`src/rtl/riscv_pkg.sv`:
```
// Shared core definitions: datapath width, instruction size, fetch FSM states
// and the reset PC used by the IF/ID and PC-related blocks.
package riscv_pkg;

  localparam int XLEN       = 32;
  localparam int INST_BYTES = 4;

  localparam logic [XLEN-1:0] DEFAULT_RESET_PC = 32'h0000_0000;

  typedef enum logic {
    FETCH,
    HOLD
  } fetch_state_e;

endpackage

```
`src/rtl/if_fetch_if.sv`:
```
// Fetch-stage bundle: redirect and stall controls from later stages, the
// byte-wide memory read port, and the instruction presented to IF/ID.
interface if_fetch_if;
  import riscv_pkg::*;

  logic            stall;
  logic            jump;
  logic [XLEN-1:0] jump_addr;
  logic            mem_busy;
  logic [7:0]      mem_rdata;
  logic            mem_req;
  logic [XLEN-1:0] mem_addr;
  logic [XLEN-1:0] if_pc;
  logic [XLEN-1:0] if_is;
  logic            if_valid;

  modport master (
    input  stall, jump, jump_addr, mem_busy, mem_rdata,
    output mem_req, mem_addr, if_pc, if_is, if_valid
  );

  modport slave (
    output stall, jump, jump_addr, mem_busy, mem_rdata,
    input  mem_req, mem_addr, if_pc, if_is, if_valid
  );

endinterface

```
`src/rtl/if_fetch.sv`:
```
// Instruction fetch: assembles each 32-bit instruction from four little-endian
// byte reads and holds it for IF/ID until accepted or redirected.
module if_fetch
  import riscv_pkg::*;
#(
  parameter logic [XLEN-1:0] RESET_PC = DEFAULT_RESET_PC
) (
  input  logic       clk,
  input  logic       rst,
  if_fetch_if.master bus
);

  localparam logic [2:0]      NBYTES = 3'(INST_BYTES);
  localparam logic [XLEN-1:0] PC_INC = XLEN'(INST_BYTES);

  fetch_state_e    state_q, state_d;
  logic [XLEN-1:0] pc_q, pc_d;
  logic [XLEN-1:0] is_buf_q, is_buf_d;
  logic [XLEN-1:0] if_is_q, if_is_d;
  logic [2:0]      ic_q, ic_d;
  logic [2:0]      rc_q, rc_d;
  logic            pend_q, pend_d;
  logic            valid_q, valid_d;

  logic issue;
  logic accept;

  assign bus.mem_req  = !rst && (state_q == FETCH) && (ic_q < NBYTES);
  assign bus.mem_addr = pc_q + XLEN'(ic_q);

  // A redirect suppresses the issue so the old stream never advances ic.
  assign issue  = bus.mem_req && !bus.mem_busy && !bus.jump;
  assign accept = valid_q && !bus.stall;

  assign bus.if_pc    = pc_q;
  assign bus.if_is    = if_is_q;
  assign bus.if_valid = valid_q;

  // NOTE: every variable gets its hold value first so no path leaves one
  // unassigned; otherwise synthesis infers a latch.
  always_comb begin
    state_d  = state_q;
    pc_d     = pc_q;
    is_buf_d = is_buf_q;
    if_is_d  = if_is_q;
    ic_d     = ic_q;
    rc_d     = rc_q;
    pend_d   = issue;
    valid_d  = valid_q;

    if (issue) begin
      ic_d = ic_q + 3'd1;
    end

    if (pend_q) begin
      is_buf_d[{rc_q[1:0], 3'b000} +: 8] = bus.mem_rdata;
      rc_d = rc_q + 3'd1;
      if (rc_q == NBYTES - 3'd1) begin
        if_is_d = is_buf_d;
        valid_d = 1'b1;
        state_d = HOLD;
      end
    end

    if (accept) begin
      pc_d    = pc_q + PC_INC;
      ic_d    = '0;
      rc_d    = '0;
      valid_d = 1'b0;
      state_d = FETCH;
    end

    // Redirect wins over a same-edge receive or accept; pend is cleared so
    // the byte still in flight from the old stream is discarded.
    if (bus.jump) begin
      pc_d    = {bus.jump_addr[XLEN-1:2], 2'b00};
      ic_d    = '0;
      rc_d    = '0;
      pend_d  = 1'b0;
      valid_d = 1'b0;
      state_d = FETCH;
    end
  end

  // NOTE: sequential state uses non-blocking assignments so every register
  // samples the pre-edge values and simulation matches the synthesized flops.
  always_ff @(posedge clk) begin
    if (rst) begin
      state_q  <= FETCH;
      pc_q     <= RESET_PC;
      is_buf_q <= '0;
      if_is_q  <= '0;
      ic_q     <= '0;
      rc_q     <= '0;
      pend_q   <= 1'b0;
      valid_q  <= 1'b0;
    end else begin
      state_q  <= state_d;
      pc_q     <= pc_d;
      is_buf_q <= is_buf_d;
      if_is_q  <= if_is_d;
      ic_q     <= ic_d;
      rc_q     <= rc_d;
      pend_q   <= pend_d;
      valid_q  <= valid_d;
    end
  end

endmodule

```
`src/flat_wrapper.sv`:
```
// flat-port wrapper written by rule: the top's interface ports become plain ports
module if_fetch_flat import riscv_pkg::*;
#(
  parameter logic [XLEN-1:0] RESET_PC = DEFAULT_RESET_PC
)
  (clk, rst, bus_stall, bus_jump, bus_jump_addr, bus_mem_busy, bus_mem_rdata, bus_mem_req, bus_mem_addr, bus_if_pc, bus_if_is, bus_if_valid);
  if_fetch_if bus_i ();
  input  logic clk;
  input  logic rst;
  input wire logic [$bits(bus_i.stall)-1:0] bus_stall;
  input wire logic [$bits(bus_i.jump)-1:0] bus_jump;
  input wire logic [$bits(bus_i.jump_addr)-1:0] bus_jump_addr;
  input wire logic [$bits(bus_i.mem_busy)-1:0] bus_mem_busy;
  input wire logic [$bits(bus_i.mem_rdata)-1:0] bus_mem_rdata;
  output wire logic [$bits(bus_i.mem_req)-1:0] bus_mem_req;
  output wire logic [$bits(bus_i.mem_addr)-1:0] bus_mem_addr;
  output wire logic [$bits(bus_i.if_pc)-1:0] bus_if_pc;
  output wire logic [$bits(bus_i.if_is)-1:0] bus_if_is;
  output wire logic [$bits(bus_i.if_valid)-1:0] bus_if_valid;
  assign bus_i.stall = bus_stall;
  assign bus_i.jump = bus_jump;
  assign bus_i.jump_addr = bus_jump_addr;
  assign bus_i.mem_busy = bus_mem_busy;
  assign bus_i.mem_rdata = bus_mem_rdata;
  assign bus_mem_req = bus_i.mem_req;
  assign bus_mem_addr = bus_i.mem_addr;
  assign bus_if_pc = bus_i.if_pc;
  assign bus_if_is = bus_i.if_is;
  assign bus_if_valid = bus_i.if_valid;
  if_fetch #(.RESET_PC(RESET_PC)) u_core (.clk(clk), .rst(rst), .bus(bus_i));
endmodule
```
`config.mk`:
```
export PLATFORM = sky130hd
export DESIGN_NAME = if_fetch_flat
export DESIGN_NICKNAME = d
export VERILOG_FILES = /design/src/rtl/riscv_pkg.sv /design/src/rtl/if_fetch_if.sv /design/src/rtl/if_fetch.sv /design/src/flat_wrapper.sv
export SDC_FILE = /design/constraint.sdc
export NUM_CORES = 1
export LEC_CHECK = 0
export CAP_MARGIN = 20
export CORE_UTILIZATION = 50
export DETAILED_ROUTE_END_ITERATION = 7
export PLACE_DENSITY = 0.82
export SLEW_MARGIN = 20
export SYNTH_ARGS = -nofsm -noshare
export SYNTH_HDL_FRONTEND = slang
export SYNTH_SLANG_ARGS = --single-unit
```
`constraint.sdc`:
```
create_clock -name clk -period 6.6 [get_ports clk]
set_input_delay 1.32 -clock clk [delete_from_list [all_inputs] [get_ports clk]]
set_output_delay 1.32 -clock clk [all_outputs]
set_load 0.03 [all_outputs]
```
==> results.json, run 1 <==
{
  "initialDrtViolationCount": 462,
  "tns_ps": 0,
  "fill_cells": 891,
  "ys_ff_latch": 102,
  "worst_slew_pin_slew_ps": 974.9,
  "drive_above_1_share": 0.04642,
  "ir_drop_uv": 129.9,
  "grt_use_total": 0.2688,
  "htree_levels": 3,
  "hp-class": "register to register",
  "antenna_cells": 0,
  "io_pins": 143,
  "synth-edff-count": 0,
  "cts_setup_buffers": 0,
  "die-width_um": 106.4,
  "finalHoldViolCount": 0,
  "cts_resized": 0,
  "drt_first_pass_iters": 6,
  "path_class": "register to output pin",
  "clk_path_buf_depth": 2,
  "crit_top_cell": "ha_1",
  "core-area_mm2": 0.01046,
  "gp_congestion": 0.9073,
  "dp_hpwl_mm": 10.79,
  "cts_tree": "done",
  "nNetsFinal": 804,
  "cp.depth": 7,
  "ys.flop_type": "dfxtp_1",
  "syn_area_mm2": 0.005448,
  "dp.cells": 874,
  "crit_path_end_kind": "output pin",
  "grt.busiest_layer": "met2",
  "netlist_instances": 658,
  "cts_made_buffers": 9,
  "path_cells": "ha_1 > ha_1 > nand3_1 > nor4_1 > nand2_1 > xnor2_1 > clkdlybuf4s50_1",
  "synthToLayoutAreaGrowth_pct": 26.96,
  "period_needed_ps": 4798,
  "rsz0062_at_grt": "false",
  "cp_data_arrival_time_ps": 3480,
  "p_comb_frac": 0.158,
  "clock_latency_ps": 360,
  "numPortBuffers": 138,
  "root_buffer": "clkbuf_8",
  "rows": 37,
  "leakagePower_nw": 2.227,
  "drv_cap": 0,
  "start_kind": "register",
  "cts_sinks": 102,
  "power_switching_mw": 0.3744,
  "start_util": 0.5207,
  "path_buf_inv": 1,
  "switching_share": 0.2936,
  "relSlewSlack": 0.3501,
  "crit_fanout": 9,
  "post-route-period-util": 0.7270,
  "grt_use_met1": 0.3772,
  "slew_viol_final": 0,
  "r2r_start": "u_core.rc_q[0]$_SDFFE_PP0P_",
  "hold_buffers": 0,
  "synthTopCellsByArea": "dfxtp_1 (37%), nor2_1 (7.2%), a211oi_1 (6.2%)",
  "wire_per_inst_um": 17.02,
  "dpl_worst_slack_ps": 2258,
  "synthArstFlopShare": 0,
  "path_clk_slew_ps": 110,
  "dieHeight_um": 106.4,
  "slowest_stage": "nor4_1",
  "die_area_mm2": 0.01132,
  "grt_pass1_wl_mm": 24.76,
  "met3_usage": 0.03924,
  "crit_family": "simple AND/OR/NAND/NOR gates",
  "status": "finished, final reports clean",
  "synth_top_area_frac": 0.3748,
  "cp-endpoint": "bus_mem_addr[20]",
  "clkPwrFrac": 0.323,
  "ys_seq_area_frac": 0.3748,
  "synth.avg_cell_area_um2": 8.279,
  "hold_ws_ps": 488.3,
  "met2_usage": 0.4230,
  "antenna_found_initial": 0,
  "grt_overflow": 0,
  "finalSetupViolations": 0,
  "viasPerCell": 6.029,
  "startpoint": "u_core.bus.if_pc[2]$_SDFFE_PP0P_",
  "synthDistinctLibCells": 56,
  "fmax_mhz": 208.4,
  "hp-start": "u_core.is_buf_q[0]$_SDFFE_PP0P_",
  "finalWorstSetupSlack_ps": 1802,
  "final_cells": 890,
  "via_count": 5366,
  "yosysTopAreaCell": "dfxtp_1",
  "drcViolationCount": 0,
  "power_density_mw_per_mm2": 184.3,
  "required_ps": 5280,
  "grt_max_degree": 98,
  "ff2ff_path_depth": 5,
  "r2r_setup_slack_ps": 3980,
  "finClkSkew_ps": 11.29,
  "yosysWarnings": 0,
  "routed_wl_mm": 15.15,
  "slowest_delay_ps": 830,
  "ant_nets": 0,
  "seq_power_share": 0.519,
  "timing.rr.end": "u_core.is_buf_q[1]$_SDFFE_PP0P_",
  "grt_pass1_vias": 4940,
  "internal-power_mw": 0.9006
}
-- cell usage in the layout, fill, tap and decap left out, types with 3 or more instances in the layout --
cell type        instances
inv_1                   10
nand3_1                 14
ha_1                    10
a32oi_1                 19
o31ai_1                 11
nor2_1                 104
a211oi_1                45
a22oi_1                 12
xor2_1                  15
nor2b_1                 33
dfxtp_1                102
and4_1                   5
nor4_1                   7
xnor2_1                 24
clkbuf_8                 9
o21ai_0                  5
or3_1                    4
nand4_1                 18
a311oi_1                14
nor4b_1                  3
buf_4                    3
or4_1                   12
clkdlybuf4s50_1        137
nor3_1                  11
nand2_1                 41
a21oi_1                 38
-- worst min-delay path by stage --
stage | to | cells after the start | slack [ps]
5_1_grt | u_core.is_buf_q[28]$_SDFFE_PP0P_ | 2 | 520
3_5_place_dp | u_core.is_buf_q[15]$_SDFFE_PP0P_ | 2 | 470
4_1_cts | u_core.is_buf_q[0]$_SDFFE_PP0P_ | 2 | 490
3_3_place_gp | u_core.is_buf_q[28]$_SDFFE_PP0P_ | 2 | 460
2_1_floorplan | u_core.is_buf_q[15]$_SDFFE_PP0P_ | 2 | 450
6_report | u_core.is_buf_q[0]$_SDFFE_PP0P_ | 2 | 490
-- registers in the layout (all words and copies together), names as in the netlist --
name,count
u_core.ic_q,3
u_core.bus.if_valid,1
u_core.bus.if_pc,30
u_core.rc_q,3
u_core.pend_q,1
u_core.is_buf_q,32
u_core.bus.if_is,32
-- power by group through the flow --
stage	Clock (mW)	Combinational (mW)	Sequential (mW)
6_report	0.412	0.201	0.662
5_1_grt	0.439	0.213	0.665
4_1_cts	0.413	0.201	0.661
3_5_place_dp	0	0.200	0.675
3_3_place_gp	0	0.197	0.673
2_1_floorplan	0	0.108	0.681
-- cell type report --
cell class,count,area (um2),share of cell area
Clock buffer,10,127.6,0.01845
Clock inverter,6,76.32,0.01103
Inverter,10,37.54,0.005427
Multi-Input combinational cell,485,3064,0.4430
Sequential cell,102,2042,0.2952
Tap cell,136,170.2,0.02460
Timing Repair Buffer,141,1399,0.2022
-- metrics by stage --
step	utilization	total power, mW	cell area [um2]
floorplan	-	0.7888	5451
global placement	0.6396	0.8704	6691
detailed placement	0.6402	0.8747	6698
CTS	0.6597	1.275	6902
global route	0.6611	1.316	6917
finish	0.6611	1.275	6917
-- worst min-delay path, cell delays in order (launching register included) --
cell	delay (ps)
dfxtp_1	320
nor2_1	80
a211oi_1	50
-- cells by family after synthesis --
family / Yosys count / share of synthesized area
AO/OA/AOI/OAI: 152 / 0.1994
AND/OR/NAND/NOR: 279 / 0.2650
other: 1 / 0.0006884
multiplexers: 3 / 0.005742
adder cells (fa/ha/maj): 10 / 0.02297
buffers and inverters: 72 / 0.06867
flip-flops: 102 / 0.3748
XOR/XNOR: 39 / 0.06270
-- per-layer routing --
metal  vias to the layer above  share of wire  wire, um
met5                         -              0         0
met4                         0          0.017       263
met3                        28          0.072      1088
met2                       246           0.47      7158
met1                      2519           0.44      6642
li1                       2573              -         -
-- cell usage after synthesis, drive strengths merged (2+ instances only) --
cell           n
a211oi        45
a21oi         38
a22oi         12
a311o          2
a311oi        14
a32oi         19
and2           3
and3           2
and4           6
buf           29
clkbuf        31
dfxtp        102
dlygate4sd1    2
ha            10
inv           10
mux2i          2
nand2         41
nand2b         2
nand3         15
nand3b         2
nand4         18
nor2         104
nor2b         33
nor3          12
nor3b          2
nor4          10
nor4b          3
nor4bb         2
o21ai          5
o311ai         2
o31ai         11
or2            2
or3            6
or4           14
xnor2         24
xor2          15
Power figures use the tool's default switching activity.
==> inputs of run 2 (changes only) <==
CORE_UTILIZATION = 44   (was 50)
PLACE_DENSITY = 0.76   (was 0.82)
clock period = 3.86 ns   (was 6.6 ns; I/O delays follow)
==> run 2 against run 1 <==
Net effect: clock skew fell by 1.2 ps; first-iteration DRC count increased by 3.5%; clock-buffer cell count increased by 1; critical endpoint is now bus_mem_addr[29]; via count up 0.30%; critical path type unchanged; sequential cell count stayed put; sequential share of layout area down 1.2 points; worst hold slack lost 5.9 ps; largest cell class unchanged.
==> results.json, run 2 (same netlist as run 1, synthesis figures left out) <==
{
  "finalSetupViolations": 0,
  "dpl_worst_slack_ps": 426.8,
  "finalHoldViolCount": 0,
  "viasPerCell": 5.726,
  "status": "finished, final reports clean",
  "synthToLayoutAreaGrowth_pct": 32.18,
  "dieHeight_um": 113.3,
  "grt_max_degree": 97,
  "fmax_mhz": 272.3,
  "path_class": "register to output pin",
  "hp-class": "register to register",
  "drcViolationCount": 0,
  "path_clk_slew_ps": 70,
  "crit_path_end_kind": "output pin",
  "cts_sinks": 102,
  "rsz0062_at_grt": "true",
  "startpoint": "u_core.bus.if_pc[14]$_SDFFE_PP0P_",
  "grt_overflow": 0,
  "final_common_cell": "clkdlybuf4s50_1",
  "cp_data_arrival_time_ps": 2900,
  "grt_use_total": 0.2489,
  "io_pins": 143,
  "routed_wl_mm": 15.76,
  "cts_setup_buffers": 0,
  "cts_resized": 0,
  "finalWorstSetupSlack_ps": 188.0,
  "worst_slew_pin_slew_ps": 1011,
  "relSlewSlack": 0.3261,
  "htree_levels": 3,
  "clock_latency_ps": 350,
  "hold_buffers": 0,
  "ir_drop_uv": 282.5,
  "slew_viol_final": 0,
  "cts_made_buffers": 9,
  "rows": 40,
  "register_area_mm2": 0.002042,
  "antenna_found_initial": 0,
  "hold_ws_ps": 482.4,
  "finClkSkew_ps": 10.10,
  "grt_pass1_vias": 5085,
  "start_util": 0.4517,
  "die-width_um": 113.3,
  "grt_pass1_wl_mm": 25.51,
  "dp_hpwl_mm": 11.39,
  "leakagePower_nw": 2.382,
  "core-area_mm2": 0.01206,
  "drv_cap": 0,
  "gp_congestion": 0.9030,
  "required_ps": 3090,
  "wire_per_inst_um": 16.76,
  "numPortBuffers": 138,
  "drive_above_1_share": 0.06865,
  "hp-start": "u_core.rc_q[2]$_SDFFE_PP0P_",
  "crit_fanout": 12,
  "drt_first_pass_iters": 5,
  "die_area_mm2": 0.01283,
  "clk_path_buf_depth": 2,
  "start_kind": "register",
  "r2r_start": "u_core.rc_q[0]$_SDFFE_PP0P_",
  "power_density_mw_per_mm2": 337.8,
  "nNetsFinal": 822,
  "final_cell_mix": "clkdlybuf4s50_1 (136), nor2_1 (104), dfxtp_1 (102)",
  "fill_cells": 1055,
  "antenna_cells": 0,
  "root_buffer": "clkbuf_16",
  "post-route-period-util": 0.9513,
  "initialDrtViolationCount": 478,
  "cts_tree": "done",
  "period_needed_ps": 3672,
  "multi_input_area_mm2": 0.003055,
  "ant_nets": 0,
  "via_count": 5382
}
[run 2: cell types whose count changed in the layout (fill, tap and decap cells not counted), sizes merged]
| cell | change |
|---|---|
| clkdlybuf4s50 | -1 |
| buf | +18 |
| clkbuf | +1 |
| dlymetal6s2s | +1 |
| clkinv | -1 |
[run 2: metal layers]
metal | track usage | vias up | part of all wire
met4 | 0.1044 | 0 | 0.026
li1 | - | 2622 | -
met2 | 0.3984 | 202 | 0.46
met5 | 0 | - | 0
met1 | 0.3296 | 2524 | 0.45
met3 | 0.04553 | 34 | 0.059
[run 2: final timing paths]
kind                                                         end  slack (ps)  cells past startpoint
worst max-delay path                            bus_mem_addr[29]         190                      5
worst min-delay path                 u_core.rc_q[2]$_SDFFE_PP0P_         480                      2
worst max register to register  u_core.is_buf_q[10]$_SDFFE_PP0P_        1510                      6
worst min register to register       u_core.rc_q[2]$_SDFFE_PP0P_         480                      2
[run 2: critical path: stages (launching register included)]
cell	delay, ps
dfxtp_1	600
nand4_1	200
nor4_1	670
nand4_1	210
xnor2_1	180
clkdlybuf4s50_1	690
[run 2: layout make-up]
type,instances,share of cell area
inverters,10,0.005213
well taps,168,0.02919
repair buffers,159,0.2151
multi-input cells,485,0.4243
clock inverters,5,0.008862
flip-flops and latches,102,0.2836
clock buffers,11,0.03371
[run 2: through the flow]
| step | instances | util | setup TNS (ps) | cell area, um2 | total power, mW |
|---|---|---|---|---|---|
| finish | 940 | 0.5970 | 0 | 7201 | 2.433 |
| global route | 940 | 0.5970 | -31.39 | 7201 | 2.520 |
| CTS | 940 | 0.5957 | 0 | 7186 | 2.447 |
| detailed placement | 924 | 0.5703 | 0 | 6879 | 1.512 |
| global placement | 924 | 0.5703 | 0 | 6879 | 1.506 |
| floorplan | 659 | - | 0 | 5451 | 1.349 |
[run 2: where the power goes]
part	total, mW	leakage [nW]	switching, mW	internal, mW
Clock	0.941	0.152	0.412	0.529
Combinational	0.371	1.40	0.211	0.160
Sequential	1.12	0.830	0.0433	1.08
